File: src/rtl/jedec_p.sv
// Shared definitions for the device-side eMMC CMD-line engine: frame lengths,
// response kinds, FSM states and the serial CRC7 step.
package jedec_p;

  localparam int CMD_LEN = 48;
  localparam int R1_LEN  = 48;
  localparam int R2_LEN  = 136;

  localparam logic [6:0] CRC7_POLY = 7'h09;  // x^7 + x^3 + 1

  typedef enum logic [1:0] {
    NONE = 2'd0,
    R1   = 2'd1,
    R2   = 2'd2,
    R3   = 2'd3
  } rsp_kind_t;

  typedef enum logic [2:0] {
    IDLE,
    RECV,
    CHECK,
    WAIT_RSP,
    SEND
  } emmc_dev_state_t;

  function automatic logic [6:0] crc7_step(input logic [6:0] crc, input logic din);
    logic fb;
    fb = din ^ crc[6];
    return {crc[5:0], 1'b0} ^ (fb ? CRC7_POLY : 7'h00);
  endfunction

endpackage

File: src/rtl/emmc_crc7.sv
// Serial CRC7 accumulator, MSB-first. Clear has priority over enable; the
// register holds its value while neither is asserted.
module emmc_crc7
  import jedec_p::*;
(
  input  logic       clk_i,
  input  logic       arst_ni,
  input  logic       clr_i,
  input  logic       en_i,
  input  logic       bit_i,
  output logic [6:0] crc_o
);

  // NOTE: sequential state is always written with <= so every flop samples
  // pre-edge values and simulation matches the synthesised netlist.
  always_ff @(posedge clk_i or negedge arst_ni) begin
    if (!arst_ni) begin
      crc_o <= 7'h00;
    end else if (clr_i) begin
      crc_o <= 7'h00;
    end else if (en_i) begin
      crc_o <= crc7_step(crc_o, bit_i);
    end
  end

endmodule

File: src/rtl/emmc_dev_cmd.sv
// Card-side eMMC CMD-line engine: receives 48-bit host commands, validates
// them, and returns R1/R2/R3 responses inside the NCR window.
module emmc_dev_cmd
  import jedec_p::*;
#(
  parameter int NCR_MIN = 2,
  parameter int NCR_MAX = 64
) (
  input  logic         clk_i,
  input  logic         arst_ni,
  input  logic         emmc_cmd_i,
  output logic         emmc_cmd_o,
  output logic         emmc_cmd_oe_o,
  output logic         cmd_valid_o,
  output logic [5:0]   cmd_idx_o,
  output logic [31:0]  cmd_arg_o,
  output logic         cmd_err_o,
  output logic         rsp_ready_o,
  input  logic         rsp_valid_i,
  input  logic [1:0]   rsp_kind_i,
  input  logic [5:0]   rsp_idx_i,
  input  logic [119:0] rsp_data_i,
  output logic         rsp_timeout_o,
  output logic         busy_o
);

  localparam int         NCR_W       = $clog2(NCR_MAX + 1);
  localparam logic [7:0] BIT_CNT_MAX = 8'(R2_LEN - 1);
  localparam logic [7:0] RX_LAST     = 8'(CMD_LEN - 1);
  localparam logic [7:0] RX_CRC_END  = 8'd40;

  emmc_dev_state_t     state_q, state_d;
  logic [7:0]          bit_cnt_q;
  logic [CMD_LEN-2:0]  rx_sr_q;
  logic [NCR_W-1:0]    ncr_cnt_q;
  logic                hs_done_q;
  logic [R2_LEN-1:0]   tx_sr_q;
  rsp_kind_t           tx_kind_q;

  logic [6:0]          crc;
  logic                crc_clr, crc_en, crc_bit;

  logic [CMD_LEN-1:0]  rx_frame;
  logic                rx_last, rx_ok;
  logic                hs, ncr_min_met;
  rsp_kind_t           rsp_kind;
  logic                tx_has_crc, in_crc_field, tx_bit;
  logic [7:0]          crc_first, crc_start, tx_last;
  logic [2:0]          crc_off;
  logic [7:0]          bit_cnt_inc;

  function automatic logic [R2_LEN-1:0] build_frame(input rsp_kind_t   kind,
                                                    input logic [5:0]   idx,
                                                    input logic [119:0] data);
    logic [R2_LEN-1:0] f;
    case (kind)
      R1:      f = {2'b00, idx,   data[31:0], 7'h00, 1'b1, 88'd0};
      R2:      f = {2'b00, 6'h3F, data,       7'h00, 1'b1};
      R3:      f = {2'b00, 6'h3F, data[31:0], 7'h7F, 1'b1, 88'd0};
      default: f = '0;
    endcase
    return f;
  endfunction

  // Receive-side decode: rx_frame[47-k] is bit k of the command on the wire.
  assign rx_frame = {rx_sr_q, emmc_cmd_i};
  assign rx_last  = (state_q == RECV) && (bit_cnt_q == RX_LAST);
  assign rx_ok    = !rx_frame[47] && rx_frame[46] && rx_frame[0] &&
                    (rx_frame[7:1] == crc);

  assign rsp_kind    = rsp_kind_t'(rsp_kind_i);
  assign hs          = rsp_valid_i && rsp_ready_o;
  // The CHECK cycle and the current WAIT_RSP cycle both count as idle clocks.
  assign ncr_min_met = (int'(ncr_cnt_q) + 2) >= NCR_MIN;

  assign tx_has_crc   = (tx_kind_q != R3);
  assign crc_first    = (tx_kind_q == R2) ? 8'd8 : 8'd0;
  assign crc_start    = (tx_kind_q == R2) ? 8'd128 : 8'd40;
  assign tx_last      = (tx_kind_q == R2) ? 8'(R2_LEN - 1) : 8'(R1_LEN - 1);
  assign in_crc_field = tx_has_crc && (bit_cnt_q >= crc_start) &&
                        (bit_cnt_q < crc_start + 8'd7);
  assign crc_off      = 3'(bit_cnt_q - crc_start);
  assign tx_bit       = in_crc_field ? crc[3'd6 - crc_off] : tx_sr_q[R2_LEN-1];

  assign bit_cnt_inc  = (bit_cnt_q == BIT_CNT_MAX) ? bit_cnt_q : bit_cnt_q + 8'd1;

  assign busy_o        = (state_q != IDLE);
  assign emmc_cmd_oe_o = (state_q == SEND);
  assign emmc_cmd_o    = (state_q == SEND) ? tx_bit : 1'b1;
  assign rsp_ready_o   = (state_q == WAIT_RSP) && !hs_done_q &&
                         (ncr_cnt_q < NCR_W'(NCR_MAX));
  assign rsp_timeout_o = (state_q == WAIT_RSP) && !hs_done_q &&
                         (ncr_cnt_q == NCR_W'(NCR_MAX));

  // The single CRC engine serves reception and transmission in turn.
  always_comb begin
    crc_clr = 1'b0;
    crc_en  = 1'b0;
    crc_bit = emmc_cmd_i;
    case (state_q)
      IDLE:     crc_clr = 1'b1;
      RECV:     crc_en  = (bit_cnt_q < RX_CRC_END);
      WAIT_RSP: crc_clr = 1'b1;
      SEND: begin
        crc_bit = tx_bit;
        crc_en  = tx_has_crc && (bit_cnt_q >= crc_first) && (bit_cnt_q < crc_start);
      end
      default: ;
    endcase
  end

  emmc_crc7 u_crc7 (
    .clk_i   (clk_i),
    .arst_ni (arst_ni),
    .clr_i   (crc_clr),
    .en_i    (crc_en),
    .bit_i   (crc_bit),
    .crc_o   (crc)
  );

  always_ff @(posedge clk_i or negedge arst_ni) begin
    if (!arst_ni) state_q <= IDLE;
    else          state_q <= state_d;
  end

  // NOTE: state_d gets its default before the case so no path leaves it
  // unassigned; a missing default here would infer a latch.
  always_comb begin
    state_d = state_q;
    case (state_q)
      IDLE:     if (!emmc_cmd_i) state_d = RECV;
      RECV:     if (rx_last) state_d = CHECK;
      CHECK:    state_d = cmd_valid_o ? WAIT_RSP : IDLE;
      WAIT_RSP: begin
        if (hs && (rsp_kind == NONE))           state_d = IDLE;
        else if ((hs || hs_done_q) && ncr_min_met) state_d = SEND;
        else if (rsp_timeout_o)                 state_d = IDLE;
      end
      SEND:     if (bit_cnt_q == tx_last) state_d = IDLE;
      default:  state_d = IDLE;
    endcase
  end

  // NOTE: the shift registers are reset along with the control state so the
  // CMD outputs and held fields are defined from the first clock after reset.
  always_ff @(posedge clk_i or negedge arst_ni) begin
    if (!arst_ni) begin
      bit_cnt_q   <= 8'd0;
      rx_sr_q     <= '0;
      ncr_cnt_q   <= '0;
      hs_done_q   <= 1'b0;
      tx_sr_q     <= '0;
      tx_kind_q   <= NONE;
      cmd_valid_o <= 1'b0;
      cmd_err_o   <= 1'b0;
      cmd_idx_o   <= 6'd0;
      cmd_arg_o   <= 32'd0;
    end else begin
      cmd_valid_o <= rx_last && rx_ok;
      cmd_err_o   <= rx_last && !rx_ok;
      if (rx_last && rx_ok) begin
        cmd_idx_o <= rx_frame[45:40];
        cmd_arg_o <= rx_frame[39:8];
      end

      case (state_q)
        IDLE: begin
          // The start bit (0) is already represented by the cleared LSB.
          bit_cnt_q <= 8'd1;
          rx_sr_q   <= '0;
        end
        RECV: begin
          bit_cnt_q <= bit_cnt_inc;
          rx_sr_q   <= {rx_sr_q[CMD_LEN-3:0], emmc_cmd_i};
        end
        CHECK: begin
          bit_cnt_q <= 8'd0;
          ncr_cnt_q <= '0;
          hs_done_q <= 1'b0;
        end
        WAIT_RSP: begin
          bit_cnt_q <= 8'd0;
          if (ncr_cnt_q != NCR_W'(NCR_MAX)) ncr_cnt_q <= ncr_cnt_q + 1'b1;
          if (hs) begin
            hs_done_q <= 1'b1;
            tx_kind_q <= rsp_kind;
            tx_sr_q   <= build_frame(rsp_kind, rsp_idx_i, rsp_data_i);
          end
        end
        SEND: begin
          bit_cnt_q <= bit_cnt_inc;
          tx_sr_q   <= {tx_sr_q[R2_LEN-2:0], 1'b0};
        end
        default: ;
      endcase
    end
  end

endmodule

File: config.mk
export PLATFORM = sky130hd
export DESIGN_NAME = emmc_dev_cmd
export DESIGN_NICKNAME = d
export VERILOG_FILES = /design/src/rtl/jedec_p.sv /design/src/rtl/emmc_crc7.sv /design/src/rtl/emmc_dev_cmd.sv
export SDC_FILE = /design/constraint.sdc
export NUM_CORES = 1
export LEC_CHECK = 0
export BUFFER_PORTS_ARGS = -buffer_cell sky130_fd_sc_hd__buf_2
export CORE_UTILIZATION = 45
export DETAILED_ROUTE_END_ITERATION = 8
export GPL_TIMING_DRIVEN = 0
export PLACE_DENSITY = 0.66
export REMOVE_ABC_BUFFERS = 1
export SLEW_MARGIN = 15
export SYNTH_ARGS = -nofsm -noshare
export SYNTH_HDL_FRONTEND = slang
export SYNTH_SLANG_ARGS = --single-unit
File: constraint.sdc
create_clock -name clk_i -period 3.13 [get_ports clk_i]
set_input_delay 0.313 -clock clk_i [delete_from_list [all_inputs] [get_ports clk_i]]
set_output_delay 0.313 -clock clk_i [all_outputs]
set_load 0.1 [all_outputs]
**Yosys cells after proc, flatten, opt, wreduce, memory -nomap -nowiden**

Cells that the tools add are included.
Widths: inputs -> output; s select.

- Bits in registers: 251
- Bits in latches: 0
- RAM bits: 0
- Bits in read-only memories: 0
- Input port bits: 132
- Output and inout bits: 45
- Logic and storage cells: 118
- Memories: 0

- Add/sub/neg operators: 6
- Multipliers: 0
- Divide/modulo/power cells: 0
- $lt $le $gt $ge: 8
- Equal/unequal tests: 22
- Shift operators: 0
- Multiplexer cells: 31
- Bitwise logic cells: 2
- Reduce and logical (&&, ||, !) cells: 37

Operators by type and width:

| operator | count |
|---|---|
| $pmux 134 s3 | 1 |
| $pmux 136 s2 | 1 |
| $mux 136 | 1 |
| $pmux 47 s2 | 1 |
| $mux 8 | 3 |
| $pmux 8 s3 | 1 |
| $mux 7 | 3 |
| $mux 3 | 6 |
| $logic_and 1x1->1 | 16 |
| $lt 8x8->1 | 2 |
| $pmux 3 s5 | 1 |
| $pmux 7 s2 | 1 |
| $ne 2x2->1 const B | 5 |
| $reduce_and 2->1 | 5 |
| $add 7x2->8 const B | 1 |
| $add 8x1->8 const B | 1 |
| $add 8x3->8 const B | 1 |
| $eq 8x6->1 const B | 1 |
| $eq 8x8->1 | 1 |
| $eq 8x8->1 const B | 1 |
| $ge 8x2->1 const B | 1 |
| $ge 8x4->1 | 1 |
| $ge 8x8->1 | 1 |
| $lt 8x6->1 const B | 1 |
| 30 further kinds | 49 |

**Longest topological paths before layout**

- Depth after elaboration: 13
- Mapped depth: 10
- Depth with buffers taken out: 9

**Hierarchy**

From an unflattened synthesis, not the netlist that was laid out.

- Cell total of the unflattened synthesis: 1109
- Area total of the unflattened synthesis: 11733.8 µm²

By module, submodules not included:

| module | instances | cells each | area an instance (µm²) | seq. area each (µm²) |
|---|---|---|---|---|
| emmc_dev_cmd | 1 | 1081 | 11426.0 | 6105.9 |
| emmc_crc7 | 1 | 28 | 307.8 | 175.2 |

**Worst setup path before layout**

No wires, ideal clock.

- Kind: reg-to-output
- From: register tx_kind_q[1]
- To: output emmc_cmd_o
- Arrival time: 4.120 ns
- Data required time: 2.817 ns
- Setup slack: -1.303 ns
- Stages on the path, launching flop included: 9
- Path buffers: 0
- Cells stage by stage: dfrtp_1 nor2b_1 inv_1 ha_1 or4b_1 a222oi_1 nand4_1 nor2b_1 o21ai_0

- Longest elaborated chain between the ends: 7
- Elaborated cells on any way between the ends: 10
- Classes of those cells: add/sub (1); order compare (2); eq/ne (2); mux (3); reduce/logical (2)

RTL lines:

| element | line | RTL |
|---|---|---|
| start: declaration | emmc_dev_cmd.sv:38 | `rsp_kind_t tx_kind_q;` |
| start signal: assignment | emmc_dev_cmd.sv:186 | `tx_kind_q <= rsp_kind;` |
| $eq 2x2->1 | emmc_dev_cmd.sv:78 | `assign crc_start = (tx_kind_q == R2) ? 8'd128 : 8'd40;` |
| $mux 8 | emmc_dev_cmd.sv:78 |  |
| $add 8x3->8 / $ge 8x8->1 (equally long branches) | emmc_dev_cmd.sv:81, emmc_dev_cmd.sv:80 |  |
| $lt 8x8->1 / $logic_and 1x1->1 (equally long branches) | emmc_dev_cmd.sv:81, emmc_dev_cmd.sv:80 |  |
| $logic_and 1x1->1 (*) | emmc_dev_cmd.sv:80 | `assign in_crc_field = tx_has_crc && (bit_cnt_q >= crc_start) &&` |
| $mux 1 (*) | emmc_dev_cmd.sv:83 | `assign tx_bit = in_crc_field ? crc[3'd6 - crc_off] : tx_sr_q[R2_LEN-1];` |
| $mux 1 (*) | emmc_dev_cmd.sv:89 | `assign emmc_cmd_o = (state_q == SEND) ? tx_bit : 1'b1;` |
| end: declaration | emmc_dev_cmd.sv:12 | `output logic emmc_cmd_o,` |

Mark *: on every way between the ends. The rest lies on a longest branch, timed or not.

**Worst setup path in the final report**

- From: register tx_kind_q[0]
- To: output emmc_cmd_o

The elaborated chain is that of the path after synthesis.

==> metrics.txt <==
# TYPE chip_impl_metric gauge
chip_impl_info{name="status",value="complete, but fails checks"} 1
chip_impl_info{name="failed_checks",value="setup timing"} 1
chip_impl_metric{name="syn_to_final_growth",unit="%"} 22.8
chip_impl_metric{name="pin_count",unit=""} 177
chip_impl_info{name="critical_path.slowest_cell",value="or4b_1"} 1
chip_impl_metric{name="drv_cap",unit=""} 0
chip_impl_metric{name="power.share.switching",unit=""} 0.300
chip_impl_info{name="root_buffer",value="clkbuf_16"} 1
chip_impl_metric{name="total_power",unit="W"} 0.00963
chip_impl_metric{name="grt_first_pass_wirelength",unit="um"} 47900
chip_impl_metric{name="via_count",unit=""} 9495
chip_impl_metric{name="globalRouteOverflowTotal",unit=""} 0
chip_impl_metric{name="postSynthAreaPerCell",unit="um^2"} 10.3
chip_impl_info{name="criticalPathCategory",value="reg2out"} 1
chip_impl_metric{name="post_route_cells_drive_above_1_share",unit=""} 0.244
chip_impl_metric{name="largest_net_degree_at_the_start_of_global_routing",unit=""} 104
chip_impl_metric{name="die_w",unit="um"} 162
chip_impl_metric{name="seqPwrFrac",unit=""} 0.481
chip_impl_info{name="layout.cells.most_common_list",value="248 x dfrtp_1, 186 x nand2_1, 173 x buf_2"} 1
chip_impl_metric{name="seq_area_frac_synth",unit=""} 0.543
chip_impl_metric{name="number_of_max_slew_violations_in_the_final_report",unit=""} 0
chip_impl_metric{name="final.period_utilization",unit=""} 1.05
chip_impl_metric{name="p_leak",unit="nW"} 7.14
chip_impl_metric{name="slew_headroom",unit=""} 0.269
chip_impl_info{name="most_frequent_standard_cell_in_the_layout_excluding_fill_and_tap_cells",value="dfrtp_1"} 1
chip_impl_metric{name="setup_ws_final",unit="ns"} -0.167
chip_impl_info{name="ys_flop_type",value="dfrtp_1"} 1
chip_impl_info{name="min_path_type",value="in2reg"} 1
chip_impl_metric{name="die_y",unit="um"} 162
chip_impl_metric{name="antenna_found_initial",unit=""} 8
chip_impl_info{name="rsz0062_at_grt",value="true"} 1
chip_impl_metric{name="final-instance-count-excl-fill",unit=""} 1638
chip_impl_metric{name="yosysWarningCount",unit=""} 0
chip_impl_metric{name="start_util",unit=""} 0.460
chip_impl_metric{name="route.met3.wl",unit="um"} 2010
chip_impl_metric{name="finalNetCount",unit=""} 1427
chip_impl_metric{name="critical_path_required",unit="ns"} 2.82
chip_impl_metric{name="routed_wirelength",unit="um"} 28800
chip_impl_metric{name="met1_length",unit="um"} 13200
chip_impl_metric{name="avgRoutedWirePerCell",unit="um"} 17.6
chip_impl_metric{name="max_freq",unit="MHz"} 303
chip_impl_metric{name="place_congestion",unit=""} 0.787
chip_impl_metric{name="power.combinational.fraction",unit=""} 0.203
chip_impl_metric{name="worst_skew_pair.late_latency",unit="ns"} 0.53
chip_impl_metric{name="cell_depth_of_the_worst_hold_path",unit=""} 2
chip_impl_metric{name="power-per-cell-area",unit="nW/um^2"} 678
chip_impl_metric{name="hold_violations",unit=""} 0
chip_impl_metric{name="netlist_area",unit="um^2"} 11600
chip_impl_metric{name="period_needed",unit="ns"} 3.30
chip_impl_metric{name="asyncSetResetFlopFracSynth",unit=""} 1.00
chip_impl_metric{name="post_synth_edffs",unit=""} 0
chip_impl_info{name="cp-end-kind",value="primary output"} 1
chip_impl_metric{name="cts_buffers",unit=""} 27
chip_impl_metric{name="number_of_drc_markers_after_the_initial_detailed_route_iteration",unit=""} 600
chip_impl_metric{name="core_region_area",unit="um^2"} 25200
chip_impl_metric{name="timing.reg2reg.setup_slack",unit="ns"} 0.19
chip_impl_metric{name="finalSetupViolCount",unit=""} 1
chip_impl_metric{name="avgViaCountPerCell",unit=""} 5.80
chip_impl_info{name="holdPathEnd",value="tx_sr_q[48]"} 1
chip_impl_metric{name="clock_power_share",unit=""} 0.317
chip_impl_metric{name="critical_path.max_fanout",unit=""} 2
chip_impl_metric{name="power.internal",unit="W"} 0.00674
chip_impl_metric{name="peakVddDrop",unit="mV"} 0.380
chip_impl_metric{name="route.met2.wl",unit="um"} 13000
chip_impl_metric{name="clkTransAtPathRegs",unit="ns"} 0.06
chip_impl_info{name="timing.critical_path.cells",value="nor2b_4, inv_2, ha_4, or4b_1, a222oi_1, nand4_1, nor2b_1, o21ai_2, buf_12"} 1
chip_impl_metric{name="die_outline_area",unit="um^2"} 26400
chip_impl_metric{name="synth-seq-cells",unit=""} 251
chip_impl_metric{name="worstPathArrival",unit="ns"} 2.98
chip_impl_metric{name="worst_clock_skew",unit="ns"} 0.00795
chip_impl_info{name="critical_path.startpoint_type",value="register"} 1
chip_impl_info{name="tritoncts_clock_tree",value="done"} 1
chip_impl_info{name="timing.rr.start",value="tx_kind_q[0]"} 1
chip_impl_metric{name="first_pass_iters",unit=""} 4
chip_impl_info{name="worst_min_delay_path_startpoint",value="rsp_data_i[40]"} 1
chip_impl_metric{name="netSwitchingPower",unit="W"} 0.00289
chip_impl_metric{name="fillers",unit=""} 2149
chip_impl_metric{name="ant_nets",unit=""} 0
chip_impl_metric{name="number_of_global_route_vias_before_repair",unit=""} 9381
chip_impl_metric{name="cp_slowest_stage_delay",unit="ns"} 0.43
chip_impl_metric{name="synthesis.instances",unit=""} 1120
chip_impl_info{name="worst_r2r_endpoint",value="u_crc7.crc_o[0]"} 1
chip_impl_metric{name="row_count",unit=""} 58
chip_impl_metric{name="grt_util_all_layers",unit=""} 0.222
chip_impl_metric{name="numPlacedInstances",unit=""} 1546
chip_impl_metric{name="dpl.hpwl",unit="um"} 17300
chip_impl_metric{name="measured_slew_at_the_worst_slew_check_pin",unit="ns"} 1.10
chip_impl_metric{name="detail_route.drc_violations",unit=""} 0
chip_impl_metric{name="synth.lib_cells_used.distinct",unit=""} 59
chip_impl_info{name="top_metal_used",value="met5"} 1
chip_impl_metric{name="htree_num_levels",unit=""} 1
chip_impl_metric{name="port_buffers",unit=""} 176
chip_impl_metric{name="cts.path.max_buffers",unit=""} 3
chip_impl_metric{name="rr_worst_depth",unit=""} 14
chip_impl_metric{name="cts.sink_count",unit=""} 251
what timing repair did:
action                                  CTS  global route
gates resized for setup                  17             9
endpoints found under the hold margin    94             0
hold buffers                             26             0
pin swaps                                 9             5
cloned                                    3             0
endpoints found under the setup margin   62            34
buffers inserted                         16             1
cell usage after synthesis (2+ instances only):
cell type | n | area share
a221o_1 | 113 | 0.098
a21o_1 | 2 | 0.0013
xnor2_1 | 8 | 0.0061
a22o_1 | 2 | 0.0015
mux2i_1 | 2 | 0.0017
ha_1 | 9 | 0.0097
clkbuf_1 | 74 | 0.024
nand3b_1 | 2 | 0.0013
and2_1 | 5 | 0.0027
a41oi_1 | 2 | 0.0015
a22oi_1 | 2 | 0.0013
buf_2 | 13 | 0.0056
nor2b_1 | 3 | 0.0016
and3_1 | 83 | 0.045
xor2_1 | 3 | 0.0023
mux2_4 | 20 | 0.026
nand3_1 | 55 | 0.024
nand4_1 | 6 | 0.0032
inv_1 | 16 | 0.0052
buf_1 | 8 | 0.0026
nor4_1 | 4 | 0.0022
or3_1 | 2 | 0.0011
nor3_1 | 12 | 0.0052
mux2_2 | 21 | 0.020
buf_6 | 3 | 0.0029
o22ai_1 | 3 | 0.0016
nor2_1 | 36 | 0.012
a31oi_1 | 12 | 0.0065
dfrtp_1 | 251 | 0.54
o211ai_1 | 9 | 0.0058
nand2_1 | 187 | 0.061
o21ai_0 | 102 | 0.044
nand2b_1 | 2 | 0.0011
a31o_2 | 2 | 0.0015
a21oi_1 | 22 | 0.0095
how the worst max path moves through the flow:
stage                       from           to  slack [ns]  cells past startpoint
detailed placement    state_q[0]  tx_sr_q[14]       -0.43                     10
global placement      state_q[0]  tx_sr_q[14]       -6.71                      5
finish              tx_kind_q[0]   emmc_cmd_o       -0.17                      9
global route        tx_kind_q[0]   emmc_cmd_o       -0.24                     10
CTS                 tx_kind_q[0]   emmc_cmd_o       -0.16                      9
floorplan             state_q[0]   emmc_cmd_o       -4.10                      4
registers in the layout, indices dropped and copies added, names as in the netlist:
signal	flops
state_q	3
ncr_cnt_q	7
tx_sr_q	136
hs_done_q	1
cmd_err_o	1
bit_cnt_q	8
tx_kind_q	2
cmd_arg_o	32
rx_sr_q	47
cmd_valid_o	1
cmd_idx_o	6
u_crc7.crc_o	7
power by group through the flow:
stage	Clock, W	Combinational [W]	Sequential, W
detailed placement	0	0.00181	0.00465
floorplan	0	0.00133	0.00449
global route	0.00329	0.00223	0.00474
global placement	0	0.00167	0.00467
CTS	0.00314	0.00196	0.00462
finish	0.00305	0.00195	0.00463
metrics by stage:
stage               worst slack (ns)  hold WS, ns   util  setup TNS (ns)  instance area, um^2
detailed placement            -0.432        0.318  0.511          -17.98                12900
floorplan                      -4.10       0.0174      -         -373.50                11200
global placement               -6.71        0.449  0.495        -1633.26                12500
finish                        -0.167       0.0205  0.564          -0.167                14200
global route                  -0.237      0.00674  0.564          -0.237                14200
CTS                           -0.165     0.000262  0.563          -0.165                14200
cells by family (layout without fill, tap and decap cells):
| kind of cell | Yosys count | count (layout) | synth area share |
|---|---|---|---|
| flops | 251 | 251 | 0.543 |
| compound gates | 283 | 283 | 0.182 |
| fa+ha+maj | 10 | 10 | 0.0106 |
| mux | 44 | 44 | 0.0500 |
| other cells | 0 | 4 | 0 |
| xor+xnor | 11 | 11 | 0.00832 |
| simple gates | 405 | 407 | 0.166 |
| buf+inv | 116 | 298 | 0.0410 |
metal layers:
layer | vias to the layer above | global-route usage
li1 | 4456 | -
met1 | 4712 | 0.311
met2 | 271 | 0.341
met3 | 48 | 0.0578
met4 | 8 | 0.0587
met5 | - | 0
layout make-up:
cell class                      count  area, um^2  area share
Sequential cell                   251        6290       0.442
Multi-Input combinational cell    755        4930       0.347
Timing Repair Buffer              233        1640       0.116
Clock buffer                       38         767      0.0540
Tap cell                          330         413      0.0291
Inverter                           18        85.1     0.00599
Clock inverter                      9        76.3     0.00537
Antenna cell                        4        10.0    0.000704
critical path, delay by kind of cell, from the launching register on:
family,cells,cell delay (ns)
fa+ha+maj,1,0.26
buf+inv,2,0.27
flops,1,0.41
compound gates,2,0.60
simple gates,4,0.92
Note: power is estimated with default switching activity, not from simulation.
